[src/rtl/host_mailbox_fifo_if.sv]
// Core MMIO and host stream signals of the mailbox, bundled for port connection.
// master drives requests and host-side offers; slave is the mailbox itself.
interface host_mailbox_fifo_if #(
    parameter int DATA_W = 32
);
    logic [1:0]        core_addr;
    logic              core_rd;
    logic              core_wr;
    logic [DATA_W-1:0] core_wdata;
    logic [DATA_W-1:0] core_rdata;
    logic              core_rvalid;
    logic              host_rx_valid;
    logic [DATA_W-1:0] host_rx_data;
    logic              host_rx_ready;
    logic              host_tx_valid;
    logic [DATA_W-1:0] host_tx_data;
    logic              host_tx_ready;
    logic              rx_irq;

    modport master (
        output core_addr, core_rd, core_wr, core_wdata,
        output host_rx_valid, host_rx_data, host_tx_ready,
        input  core_rdata, core_rvalid, host_rx_ready, host_tx_valid, host_tx_data, rx_irq
    );

    modport slave (
        input  core_addr, core_rd, core_wr, core_wdata,
        input  host_rx_valid, host_rx_data, host_tx_ready,
        output core_rdata, core_rvalid, host_rx_ready, host_tx_valid, host_tx_data, rx_irq
    );
endinterface

[src/rtl/host_mailbox_fifo.sv]
// MMIO mailbox: host->core RX FIFO, core->host TX FIFO, sticky OVF/UNDF,
// flush control and a registered RX level interrupt.

module host_mailbox_fifo_q #(
    parameter  int DATA_W = 32,
    parameter  int DEPTH  = 4,
    parameter  int LEVEL  = 1,
    localparam int PW     = $clog2(DEPTH),
    localparam int CW     = $clog2(DEPTH + 1)
) (
    input  logic              clk,
    input  logic              rst_n,
    input  logic              flush,
    input  logic              push,
    input  logic              pop,
    input  logic [DATA_W-1:0] wdata,
    output logic [DATA_W-1:0] head,
    output logic [CW-1:0]     count,
    output logic              full,
    output logic              empty,
    output logic              at_level
);
    logic [DATA_W-1:0] mem [DEPTH];
    logic [PW-1:0]     wr_ptr, rd_ptr;
    logic [CW-1:0]     count_nxt;
    logic              do_push, do_pop;

    assign full    = (count == CW'(DEPTH));
    assign empty   = (count == '0);
    assign do_push = push && !full && !flush;
    assign do_pop  = pop && !empty && !flush;
    assign head    = empty ? '0 : mem[rd_ptr];

    always_comb begin
        count_nxt = count;
        if (flush)
            count_nxt = '0;
        else if (do_push && !do_pop)
            count_nxt = count + CW'(1);
        else if (!do_push && do_pop)
            count_nxt = count - CW'(1);
    end

    // at_level is registered from the post-update count, so it tracks count with no lag
    always_ff @(posedge clk or negedge rst_n) begin
        if (!rst_n) begin
            wr_ptr   <= '0;
            rd_ptr   <= '0;
            count    <= '0;
            at_level <= 1'b0;
        end else begin
            count    <= count_nxt;
            at_level <= (count_nxt >= CW'(LEVEL));
            if (flush) begin
                wr_ptr <= '0;
                rd_ptr <= '0;
            end else begin
                if (do_push) wr_ptr <= wr_ptr + PW'(1);
                if (do_pop)  rd_ptr <= rd_ptr + PW'(1);
            end
        end
    end

    always_ff @(posedge clk) begin
        if (do_push) mem[wr_ptr] <= wdata;
    end
endmodule

module host_mailbox_fifo #(
    parameter int DATA_W    = 32,
    parameter int RX_DEPTH  = 4,
    parameter int TX_DEPTH  = 4,
    parameter int RX_THRESH = 1
) (
    input  logic                 clk,
    input  logic                 rst_n,
    host_mailbox_fifo_if.slave   bus
);
    localparam int RCW = $clog2(RX_DEPTH + 1);
    localparam int TCW = $clog2(TX_DEPTH + 1);

    logic [DATA_W-1:0] rx_head, tx_head, status, rdata_nxt;
    logic [RCW-1:0]    rx_count;
    logic [TCW-1:0]    tx_count;
    logic rx_full, rx_empty, tx_full, tx_empty, rx_lvl, tx_lvl;
    logic rx_push, rx_pop, tx_push, tx_pop;
    logic rd_rx, wr_tx, wr_ctrl, rx_flush, tx_flush, flag_clr;
    logic ovf, undf;

    assign rd_rx    = bus.core_rd && (bus.core_addr == 2'd0);
    assign wr_tx    = bus.core_wr && (bus.core_addr == 2'd2);
    assign wr_ctrl  = bus.core_wr && (bus.core_addr == 2'd3);
    assign rx_flush = wr_ctrl && bus.core_wdata[0];
    assign tx_flush = wr_ctrl && bus.core_wdata[1];
    assign flag_clr = wr_ctrl && bus.core_wdata[2];

    assign rx_push = bus.host_rx_valid && !rx_full;
    assign rx_pop  = rd_rx && !rx_empty;
    assign tx_push = wr_tx && !tx_full;
    assign tx_pop  = tx_lvl && bus.host_tx_ready;

    host_mailbox_fifo_q #(.DATA_W(DATA_W), .DEPTH(RX_DEPTH), .LEVEL(RX_THRESH)) u_rx (
        .clk(clk), .rst_n(rst_n), .flush(rx_flush), .push(rx_push), .pop(rx_pop),
        .wdata(bus.host_rx_data), .head(rx_head), .count(rx_count),
        .full(rx_full), .empty(rx_empty), .at_level(rx_lvl)
    );

    // LEVEL=1 makes at_level a registered !empty, which is exactly host_tx_valid
    host_mailbox_fifo_q #(.DATA_W(DATA_W), .DEPTH(TX_DEPTH), .LEVEL(1)) u_tx (
        .clk(clk), .rst_n(rst_n), .flush(tx_flush), .push(tx_push), .pop(tx_pop),
        .wdata(bus.core_wdata), .head(tx_head), .count(tx_count),
        .full(tx_full), .empty(tx_empty), .at_level(tx_lvl)
    );

    assign bus.host_rx_ready = !rx_full;
    assign bus.host_tx_valid = tx_lvl;
    assign bus.host_tx_data  = tx_head;
    assign bus.rx_irq        = rx_lvl;

    always_comb begin
        status        = '0;
        status[23:16] = 8'(tx_count);
        status[15:8]  = 8'(rx_count);
        status[5]     = ovf;
        status[4]     = undf;
        status[3]     = tx_full;
        status[2]     = tx_empty;
        status[1]     = rx_full;
        status[0]     = !rx_empty;
    end

    always_comb begin
        rdata_nxt = '0;
        case (bus.core_addr)
            2'd0:    rdata_nxt = rx_head;
            2'd1:    rdata_nxt = status;
            default: rdata_nxt = '0;
        endcase
    end

    always_ff @(posedge clk or negedge rst_n) begin
        if (!rst_n) begin
            bus.core_rdata  <= '0;
            bus.core_rvalid <= 1'b0;
            ovf             <= 1'b0;
            undf            <= 1'b0;
        end else begin
            bus.core_rvalid <= bus.core_rd;
            if (bus.core_rd) bus.core_rdata <= rdata_nxt;
            ovf  <= (wr_tx && tx_full) | (ovf & ~flag_clr);
            undf <= (rd_rx && rx_empty) | (undf & ~flag_clr);
        end
    end
endmodule

[src/flat_wrapper.sv]
// flat-port wrapper written by rule: the top's interface ports become plain ports
module host_mailbox_fifo_flat 
#(
    parameter int DATA_W    = 32,
    parameter int RX_DEPTH  = 4,
    parameter int TX_DEPTH  = 4,
    parameter int RX_THRESH = 1
)
  (clk, rst_n, bus_core_addr, bus_core_rd, bus_core_wr, bus_core_wdata, bus_host_rx_valid, bus_host_rx_data, bus_host_tx_ready, bus_core_rdata, bus_core_rvalid, bus_host_rx_ready, bus_host_tx_valid, bus_host_tx_data, bus_rx_irq);
  host_mailbox_fifo_if #(.DATA_W(DATA_W)) bus_i ();
  input  logic clk;
  input  logic rst_n;
  input wire logic [$bits(bus_i.core_addr)-1:0] bus_core_addr;
  input wire logic [$bits(bus_i.core_rd)-1:0] bus_core_rd;
  input wire logic [$bits(bus_i.core_wr)-1:0] bus_core_wr;
  input wire logic [$bits(bus_i.core_wdata)-1:0] bus_core_wdata;
  input wire logic [$bits(bus_i.host_rx_valid)-1:0] bus_host_rx_valid;
  input wire logic [$bits(bus_i.host_rx_data)-1:0] bus_host_rx_data;
  input wire logic [$bits(bus_i.host_tx_ready)-1:0] bus_host_tx_ready;
  output wire logic [$bits(bus_i.core_rdata)-1:0] bus_core_rdata;
  output wire logic [$bits(bus_i.core_rvalid)-1:0] bus_core_rvalid;
  output wire logic [$bits(bus_i.host_rx_ready)-1:0] bus_host_rx_ready;
  output wire logic [$bits(bus_i.host_tx_valid)-1:0] bus_host_tx_valid;
  output wire logic [$bits(bus_i.host_tx_data)-1:0] bus_host_tx_data;
  output wire logic [$bits(bus_i.rx_irq)-1:0] bus_rx_irq;
  assign bus_i.core_addr = bus_core_addr;
  assign bus_i.core_rd = bus_core_rd;
  assign bus_i.core_wr = bus_core_wr;
  assign bus_i.core_wdata = bus_core_wdata;
  assign bus_i.host_rx_valid = bus_host_rx_valid;
  assign bus_i.host_rx_data = bus_host_rx_data;
  assign bus_i.host_tx_ready = bus_host_tx_ready;
  assign bus_core_rdata = bus_i.core_rdata;
  assign bus_core_rvalid = bus_i.core_rvalid;
  assign bus_host_rx_ready = bus_i.host_rx_ready;
  assign bus_host_tx_valid = bus_i.host_tx_valid;
  assign bus_host_tx_data = bus_i.host_tx_data;
  assign bus_rx_irq = bus_i.rx_irq;
  host_mailbox_fifo #(.DATA_W(DATA_W), .RX_DEPTH(RX_DEPTH), .TX_DEPTH(TX_DEPTH), .RX_THRESH(RX_THRESH)) u_core (.clk(clk), .rst_n(rst_n), .bus(bus_i));
endmodule
[config.mk]
export PLATFORM = sky130hd
export DESIGN_NAME = host_mailbox_fifo_flat
export DESIGN_NICKNAME = d
export VERILOG_FILES = /design/src/rtl/host_mailbox_fifo_if.sv /design/src/rtl/host_mailbox_fifo.sv /design/src/flat_wrapper.sv
export SDC_FILE = /design/constraint.sdc
export NUM_CORES = 1
export LEC_CHECK = 0
export ABC_AREA = 1
export BUFFER_PORTS_ARGS = -buffer_cell sky130_fd_sc_hd__buf_2
export CAP_MARGIN = 15
export CORE_MARGIN = 2
export CORE_UTILIZATION = 25
export CTS_CLUSTER_DIAMETER = 150
export DETAILED_ROUTE_END_ITERATION = 12
export PLACE_DENSITY_LB_ADDON = 0.25
export SYNTH_ARGS = -nofsm -noshare
export SYNTH_HDL_FRONTEND = slang
export SYNTH_SLANG_ARGS = --single-unit
[constraint.sdc]
create_clock -name clk -period 3.35 [get_ports clk]
set_input_delay 0.5025 -clock clk [delete_from_list [all_inputs] [get_ports clk]]
set_output_delay 0.5025 -clock clk [all_outputs]
set_load 0.05 [all_outputs]
==> flow_metrics.env, run 1 <==
export IMPL_dp_cells=1679
export IMPL_syn_area_sq_um=12000
export IMPL_drc=0
export IMPL_synth_nets=1038
export IMPL_syn2layout_area_growth_pct=22.0
export IMPL_rsz0062_at_grt="no"
export IMPL_synth_most_common_cell="edfxtp_1"
export IMPL_first_pass_iters=7
export IMPL_worst_pin_slew_ps=765
export IMPL_start_util_pct=25.3
export IMPL_postSynth_asyncResetShare_pct=16.6
export IMPL_avgSynthCellArea_sq_um=12.7
export IMPL_routed_wl_microns=31100
export IMPL_final_hold_viol_count=0
export IMPL_yosys_warnings=0
export IMPL_worst_skew_pair_late_latency_ps=540
export IMPL_layout_nets=1187
export IMPL_root_buffer="clkbuf_16"
export IMPL_port_buffers=139
export IMPL_synth_mux_area_fraction_pct=0
export IMPL_grt_overflow=0
export IMPL_holdWs_ps=83.8
export IMPL_fin_crit_sh_pct=90.5
export IMPL_cp_max_fo=19
export IMPL_yosysTopAreaCell="edfxtp_1"
export IMPL_die_w_microns=224
export IMPL_cts_tree="done"
export IMPL_worstSetupPathType="flip-flop to primary output"
export IMPL_setup_viol_count_final=0
export IMPL_antenna_found_initial=7
export IMPL_ys_ff_latch=307
export IMPL_max_slew_margin_pct=49.0
export IMPL_hp_class="input pin to asynchronous set/reset pin"
export IMPL_start_kind="flip-flop"
export IMPL_synth_compound_area_share_pct=11.0
export IMPL_drive_gt1_share_pct=21.0
export IMPL_die_h_microns=224
export IMPL_rows=80
export IMPL_synth_ff_type="edfxtp_1"
export IMPL_antenna_left=0
export IMPL_ys_types=25
export IMPL_synth_top_area_share_pct=63.8
export IMPL_avgRoutedWirePerCell_microns=17.8
export IMPL_peakVddDrop_uv=392
export IMPL_synth_top_family_by_area="compound AO/OA/AOI/OAI gates"
export IMPL_num_vias=7762
export IMPL_cts_buffers=35
export IMPL_fin_crit_ps=3030
export IMPL_synthXorXnorAreaFrac_pct=0
export IMPL_yosys_top_cells_area="edfxtp_1 64%, dfrtp_1 11%, nor2_1 6.7%, o21ai_0 5.4%, o22ai_1 1.8%"
export IMPL_syn_instance_count=952
export IMPL_vias_per_cell=4.45
export IMPL_drv_slew=0
export IMPL_seq_area_sq_um=8970
export IMPL_gp_congestion=0.763
export IMPL_grt_pass1_vias=7678
export IMPL_nFillCells=4873
export IMPL_yosysSeqAreaShare_pct=74.4
export IMPL_ios=140
export IMPL_postCtsSetupRepairBufs=0
export IMPL_h_tree_depth=2
export IMPL_ctsHoldBuffers=0
export IMPL_drv_cap=0
export IMPL_synthTopCellsByCount="256 x edfxtp_1, 215 x nor2_1, 131 x o21ai_0"
export IMPL_required_ps=2850
export IMPL_synth_fa_ha_area_share_pct=1.45
export IMPL_tns_ps=0
export IMPL_max_freq_mhz=330
export IMPL_finClkSkew_ps=14.1
export IMPL_grt_pass1_wl_microns=47400
export IMPL_endpoint_kind="primary output"
export IMPL_leakagePower_nw=5.47
export IMPL_power_density_nw_per_um2=942
export IMPL_path_clk_slew_ps=60
export IMPL_numClockSinks=307
export IMPL_clk_path_buf_depth=3
export IMPL_status="complete, no violations"
export IMPL_cts_resized=0
export IMPL_hpwl_microns=19200
export IMPL_grt_max_degree=66
export IMPL_drtIter0Drc=467
export IMPL_synth_simple_area_share_pct=9.83
export IMPL_track_usage_pct=12.4
export IMPL_arrival_ps=2530
export IMPL_coreArea_sq_um=47600
export IMPL_multiInputGateArea_sq_um=2750
export IMPL_instances_no_fill=1744
export IMPL_synth_edf_count=256
export IMPL_die_area_sq_um=50000
export IMPL_rrSetupSlack_ps=1110
-- placed cells by master (no fill, tap or decap), types with 10 or more instances in the layout --
cell type,Yosys,layout
a21oi_1,35,35
a22o_1,22,22
buf_2,13,139
buf_4,2,19
clkbuf_16,0,36
dfrtp_1,51,49
edfxtp_1,256,256
ha_1,14,14
inv_1,40,40
nand2_1,55,55
nand3_1,21,21
nor2_1,215,207
nor2_4,1,10
o211ai_1,10,10
o21ai_0,131,131
o22ai_1,34,34
-- final timing paths --
path,start,endpoint,cells after the start
setup reg to reg,u_core.u_tx.count[0],u_core.u_tx.mem[3][15],8
hold / removal,rst_n,u_core.bus.core_rdata[23],2
setup / recovery,u_core.u_tx.count[0],bus_host_tx_data[31],7
hold reg to reg,u_core.bus.core_rdata[0],u_core.bus.core_rdata[0],2
min in group clk,bus_core_rd,u_core.bus.core_rvalid,1
max in group asynchronous,rst_n,u_core.u_tx.rd_ptr[0],2
-- registers in the layout (all words and copies together) (netlist names) --
register and flops:
u_core.u_tx.wr_ptr 2, u_core.u_tx.rd_ptr 2, u_core.u_tx.mem 128, u_core.u_rx.wr_ptr 2
u_core.bus.core_rvalid 1, u_core.u_rx.count 3, u_core.bus.core_rdata 32, u_core.u_tx.at_level 1
u_core.u_tx.count 3, u_core.u_rx.at_level 1, u_core.undf 1, u_core.ovf 1
u_core.u_rx.mem 128, u_core.u_rx.rd_ptr 2
-- cell families (layout without fill, tap and decap cells) --
group                    Yosys count  in the layout
other                              0              1
flip-flops                       307            307
AND/OR/NAND/NOR                  301            301
buffers and inverters             95            271
adder cells (fa/ha/maj)           14             14
AO/OA/AOI/OAI                    235            235
-- report_power, final --
part	internal, mW	switching (mW)	total, mW	leakage [nW]
logic	1.25	3.90	5.15	1.94
registers	4.73	0.205	4.94	2.98
clock network	2.21	1.55	3.76	0.551
-- layer usage --
layer  GRT usage, %  up-vias  routed length [microns]
li1               -     3705                        -
met5              0        -                       83
met3           3.21       59                     1730
met4           4.30       12                      788
met2           19.9      196                    14400
met1           16.3     3790                    14100
-- metrics by stage --
| stage | util (%) | power, mW | cell area, sq um | setup WS (ps) |
|---|---|---|---|---|
| finish | 30.9 | 13.9 | 14700 | 319 |
| detailed placement | 28.5 | 10.2 | 13600 | 822 |
| CTS | 30.9 | 14.1 | 14700 | 215 |
| floorplan | - | 8.66 | 12000 | 229 |
| global placement | 28.5 | 10.2 | 13600 | 904 |
| global route | 30.9 | 14.6 | 14700 | 110 |
-- final cells by class --
class                      count  area share, %
antenna                        1         0.0170
sequential                   307           61.0
tap                          615           5.23
timing repair buffer         162           6.25
clock inverter                17           1.03
clock buffer                  47           6.61
inverter                      45           1.15
multi-input combinational    550           18.7
-- worst max-delay path, stage by stage (launching register included) --
cell and delay [ps]:
dfrtp_1 390, inv_1 120, ha_1 210, inv_1 80, nor2_4 510, buf_4 340
a21oi_1 80, buf_2 230
Power figures use the tool's default switching activity.
==> run 2: changes to the inputs <==
CORE_ASPECT_RATIO = 0.8   (was unset)
==> flow_metrics.env, run 2 (same netlist as run 1, synthesis figures left out) <==
export IMPL_grt_pass1_wl_microns=47600
export IMPL_cp_max_fo=65
export IMPL_die_h_microns=200
export IMPL_multiInputGateArea_sq_um=2750
export IMPL_grt_max_degree=66
export IMPL_seq_area_sq_um=8970
export IMPL_instances_no_fill=1751
export IMPL_hp_class="input pin to flip-flop"
export IMPL_syn2layout_area_growth_pct=21.6
export IMPL_layout_nets=1188
export IMPL_h_tree_depth=2
export IMPL_fin_crit_sh_pct=86.9
export IMPL_routed_wl_microns=31200
export IMPL_power_density_nw_per_um2=934
export IMPL_start_kind="flip-flop"
export IMPL_min_to="u_core.u_tx.mem[2][22]"
export IMPL_vias_per_cell=4.41
export IMPL_peakVddDrop_uv=351
export IMPL_start_util_pct=25.5
export IMPL_grt_overflow=0
export IMPL_r2r_cells=8
export IMPL_top_regs="u_core.u_rx.mem x128, u_core.u_tx.mem x128, u_core.bus.core_rdata x32"
export IMPL_final_cell_mix="256 x edfxtp_1, 207 x nor2_1, 139 x buf_2"
export IMPL_hp_start="bus_core_wdata[22]"
export IMPL_port_buffers=139
export IMPL_cp_cell_sequence="buf_4 -> nor2_1 -> nor2_1 -> o21ai_0 -> a21oi_1 -> buf_2"
export IMPL_grt_pass1_vias=7754
export IMPL_antenna_found_initial=4
export IMPL_p_total_mw=13.7
export IMPL_rows=71
export IMPL_hpwl_microns=18200
export IMPL_layout_commonest_cell="edfxtp_1"
export IMPL_ios=140
export IMPL_gp_congestion=0.770
export IMPL_endpoint_kind="primary output"
export IMPL_setup_viol_count_final=0
export IMPL_status="complete, no violations"
export IMPL_cts_tree="done"
export IMPL_num_vias=7715
export IMPL_place_area_sq_um=13500
export IMPL_path_buf_inv=2
export IMPL_tns_ps=0
export IMPL_track_usage_pct=12.5
export IMPL_dp_cells=1683
export IMPL_postCtsSetupRepairBufs=0
export IMPL_critical_path_max_stage_delay_ps=530
export IMPL_regToRegStartpoint="u_core.u_rx.count[0]"
export IMPL_max_slew_margin_pct=47.2
export IMPL_drv_slew=0
export IMPL_drive_gt1_share_pct=20.5
export IMPL_finClkSkew_ps=14.0
export IMPL_fin_crit_ps=2910
export IMPL_fin_area_sq_um=14700
export IMPL_path_clk_slew_ps=60
export IMPL_drv_cap=0
export IMPL_rrSetupSlack_ps=1110
export IMPL_numClockSinks=307
export IMPL_crit_slowest_cell="buf_4"
export IMPL_arrival_ps=2410
export IMPL_final_util_pct=31.0
export IMPL_max_freq_mhz=343
export IMPL_cp_top_family="buffers and inverters"
export IMPL_drc=0
export IMPL_timing_rr_end="u_core.u_rx.mem[3][23]"
export IMPL_clk_path_buf_depth=3
export IMPL_coreArea_sq_um=47300
export IMPL_die_w_microns=249
export IMPL_hold_depth=1
export IMPL_drtIter0Drc=424
export IMPL_worst_pin_slew_ps=790
export IMPL_crit_top_cell="nor2_1"
export IMPL_required_ps=2850
export IMPL_first_pass_iters=5
export IMPL_avgRoutedWirePerCell_microns=17.8
export IMPL_final_hold_viol_count=0
export IMPL_leakagePower_nw=5.45
export IMPL_worstSetupPathType="flip-flop to primary output"
export IMPL_cts_buffers=36
export IMPL_worst_skew_pair_late_latency_ps=540
export IMPL_rsz0062_at_grt="no"
export IMPL_die_area_sq_um=50000
export IMPL_root_buffer="clkbuf_16"
export IMPL_antenna_left=0
export IMPL_nFillCells=4809
==> run 2: changes by cell type in the layout (fill, tap and decap cells not counted), moves of 2 or more <==
cell / change
buf_4: +2
clkinv_2: -4
buf_12: -3
clkinv_1: +5
==> run 2: how the worst max path moves through the flow <==
stage | startpoint | end | slack [ps] | cells after the start
2_1_floorplan | u_core.u_rx.count[0] | u_core.u_rx.mem[0][0] | 230 | 7
3_3_place_gp | u_core.u_tx.rd_ptr[0] | bus_host_tx_data[14] | 1030 | 6
3_5_place_dp | u_core.u_tx.rd_ptr[0] | bus_host_tx_data[4] | 1010 | 6
4_1_cts | u_core.u_tx.rd_ptr[0] | bus_host_tx_data[4] | 400 | 6
5_1_grt | u_core.u_tx.rd_ptr[0] | bus_host_tx_data[4] | 260 | 6
6_report | u_core.u_tx.rd_ptr[0] | bus_host_tx_data[4] | 440 | 6
==> run 2: layout make-up <==
class / count / area share (%)
antenna: 2 / 0.0342
timing repair buffer: 162 / 6.03
inverter: 45 / 1.15
tap: 620 / 5.29
clock inverter: 18 / 0.888
multi-input combinational: 550 / 18.8
sequential: 307 / 61.2
clock buffer: 47 / 6.63
==> run 2: power by group <==
| group | switching, mW | total [mW] | internal [mW] |
|---|---|---|---|
| Combinational | 3.82 | 5.04 | 1.22 |
| Sequential | 0.209 | 4.95 | 4.74 |
| Clock | 1.57 | 3.70 | 2.13 |
| Total | 5.60 | 13.7 | 8.09 |
==> run 2: stage by stage <==
stage / hold slack, ps / setup WS (ps)
2_1_floorplan: 207 / 229
3_3_place_gp: 474 / 1030
3_5_place_dp: 471 / 1010
4_1_cts: 134 / 398
5_1_grt: 148 / 257
6_report: 180 / 438
==> run 2: metal layers <==
metal  GRT usage, %  wire [microns]  vias up
met5              0              20        -
met4           4.32             685        4
met3           2.63            1430       47
met2           19.1           13800      168
met1           17.6           15300     3781
li1               -               -     3715
==> run 2: timing repair <==
| item | CTS | global route |
|---|---|---|
| hold endpoints to repair | 10 | 0 |
| resized for setup | 0 | 0 |
| endpoints found under the setup margin | 0 | 0 |
| hold buffers | 1 | 0 |
==> run 3: changes to the inputs <==
CELL_PAD_IN_SITES_DETAIL_PLACEMENT = 0   (was unset)
CELL_PAD_IN_SITES_GLOBAL_PLACEMENT = 1   (was unset)
SLEW_MARGIN = 20   (was unset)
==> flow_metrics.env, run 3 (same netlist as run 1, synthesis figures left out) <==
export IMPL_leakagePower_nw=5.46
export IMPL_critical_path_max_stage_delay_ps=580
export IMPL_fin_crit_ps=2930
export IMPL_track_usage_pct=12.6
export IMPL_layout_nets=1185
export IMPL_tns_ps=0
export IMPL_vias_per_cell=4.41
export IMPL_fin_crit_sh_pct=87.4
export IMPL_grt_max_degree=66
export IMPL_h_tree_depth=2
export IMPL_routed_wl_microns=31500
export IMPL_numClockSinks=307
export IMPL_antennaDiodeCount=0
export IMPL_antenna_found_initial=0
export IMPL_clk_path_buf_depth=3
export IMPL_port_buffers=139
export IMPL_max_freq_mhz=342
export IMPL_crit_slowest_cell="buf_4"
export IMPL_finClkSkew_ps=9.07
export IMPL_die_h_microns=200
export IMPL_layout_commonest_cell="edfxtp_1"
export IMPL_avgRoutedWirePerCell_microns=18.1
export IMPL_required_ps=2850
export IMPL_endpoint_kind="primary output"
export IMPL_postCtsSetupRepairBufs=0
export IMPL_cp_top_family="buffers and inverters"
export IMPL_start_kind="flip-flop"
export IMPL_final_hold_viol_count=0
export IMPL_final_util_pct=31.1
export IMPL_final_cell_mix="256 x edfxtp_1, 207 x nor2_1, 139 x buf_2"
export IMPL_hpwl_microns=18400
export IMPL_peakVddDrop_uv=423
export IMPL_ctsHoldBuffers=0
export IMPL_rrSetupSlack_ps=1110
export IMPL_cp_cell_sequence="buf_4 -> nor2_1 -> nor2_1 -> o21ai_0 -> a21oi_1 -> buf_2"
export IMPL_holdWs_ps=95.2
export IMPL_top_regs="u_core.u_rx.mem x128, u_core.u_tx.mem x128, u_core.bus.core_rdata x32"
export IMPL_drive_gt1_share_pct=20.5
export IMPL_max_slew_margin_pct=39.4
export IMPL_die_w_microns=249
export IMPL_crit_top_cell="nor2_1"
export IMPL_first_pass_iters=4
export IMPL_p_total_mw=13.9
export IMPL_hp_class="input pin to asynchronous set/reset pin"
export IMPL_coreArea_sq_um=47300
export IMPL_cts_buffers=36
export IMPL_num_vias=7697
export IMPL_rows=71
export IMPL_drv_slew=0
export IMPL_worst_skew_pair_late_latency_ps=530
export IMPL_ios=140
export IMPL_path_buf_inv=2
export IMPL_grt_overflow=0
export IMPL_drv_cap=0
export IMPL_grt_pass1_vias=7861
export IMPL_path_clk_slew_ps=50
export IMPL_cts_tree="done"
export IMPL_nFillCells=4798
export IMPL_status="complete, no violations"
export IMPL_start_util_pct=25.5
export IMPL_grt_pass1_wl_microns=48000
export IMPL_cp_max_fo=65
export IMPL_setup_viol_count_final=0
export IMPL_drtIter0Drc=409
export IMPL_gp_congestion=0.738
export IMPL_arrival_ps=2420
export IMPL_worst_pin_slew_ps=909
export IMPL_drc=0
export IMPL_rsz0062_at_grt="no"
export IMPL_syn2layout_area_growth_pct=21.9
export IMPL_die_area_sq_um=50000
export IMPL_cts_resized=0
export IMPL_power_density_nw_per_um2=945
export IMPL_seq_area_sq_um=8970
export IMPL_worstSetupPathType="flip-flop to primary output"
export IMPL_multiInputGateArea_sq_um=2750
export IMPL_root_buffer="clkbuf_16"
export IMPL_antenna_left=0
-- run 3: changes by cell type in the layout (fill, tap and decap cells not counted), moves of 2 or more --
| cell | previous run | this run |
|---|---|---|
| clkinv_1 | 8 | 4 |
| clkbuf_1 | 8 | 11 |
| diode_2 | 2 | 0 |
| buf_4 | 21 | 18 |
| bufinv_16 | 1 | 3 |
-- run 3: cell type report --
cell class | count | share of cell area [%]
multi-input cells | 550 | 18.7
clock inverters | 15 | 1.08
repair buffers | 159 | 5.93
inverters | 45 | 1.15
well taps | 620 | 5.28
flip-flops and latches | 307 | 61.0
clock buffers | 50 | 6.77
-- run 3: per-layer routing --
layer / wire length (microns) / vias up / global-route usage (%) / share of wire (%)
li1: - / 3697 / - / -
met2: 14800 / 137 / 20.4 / 47
met4: 585 / 0 / 3.98 / 1.9
met5: 0 / - / 0 / 0
met1: 15000 / 3826 / 17.1 / 48
met3: 1130 / 37 / 2.14 / 3.6
-- run 3: worst paths after layout --
kind | start | endpoint | cells after the start
hold reg to reg | u_core.bus.core_rdata[0] | u_core.bus.core_rdata[0] | 2
min in group clk | bus_core_rd | u_core.bus.core_rvalid | 1
setup / recovery | u_core.u_tx.rd_ptr[0] | bus_host_tx_data[3] | 6
hold / removal | rst_n | u_core.bus.core_rdata[14] | 1
max in group asynchronous | rst_n | u_core.bus.core_rdata[19] | 2
setup reg to reg | u_core.u_tx.count[0] | u_core.u_tx.at_level | 12
-- run 3: metrics by stage --
stage,cell area [sq um],instances,setup WS [ps]
floorplan,12000,952,229
global placement,13500,1681,956
detailed placement,13500,1681,932
CTS,14700,1746,341
global route,14700,1746,195
finish,14700,1746,423
-- run 3: worst register-to-register path, cell delays in order (launching register included) --
cell and delay [ps]:
dfrtp_1 390, inv_1 120, ha_1 220, inv_1 80, nor2_4 430, buf_12 240, nor2_1 90, nand2_1 100
nand2_1 110, nand2_1 80, nand2_1 50, nand3_1 80, nand3_1 110
-- run 3: report_power, final --
group	internal, mW	leakage (nW)	switching, mW
Combinational	1.23	1.92	3.85
Sequential	4.74	2.98	0.203
Clock	2.32	0.561	1.54
Total	8.28	5.46	5.59
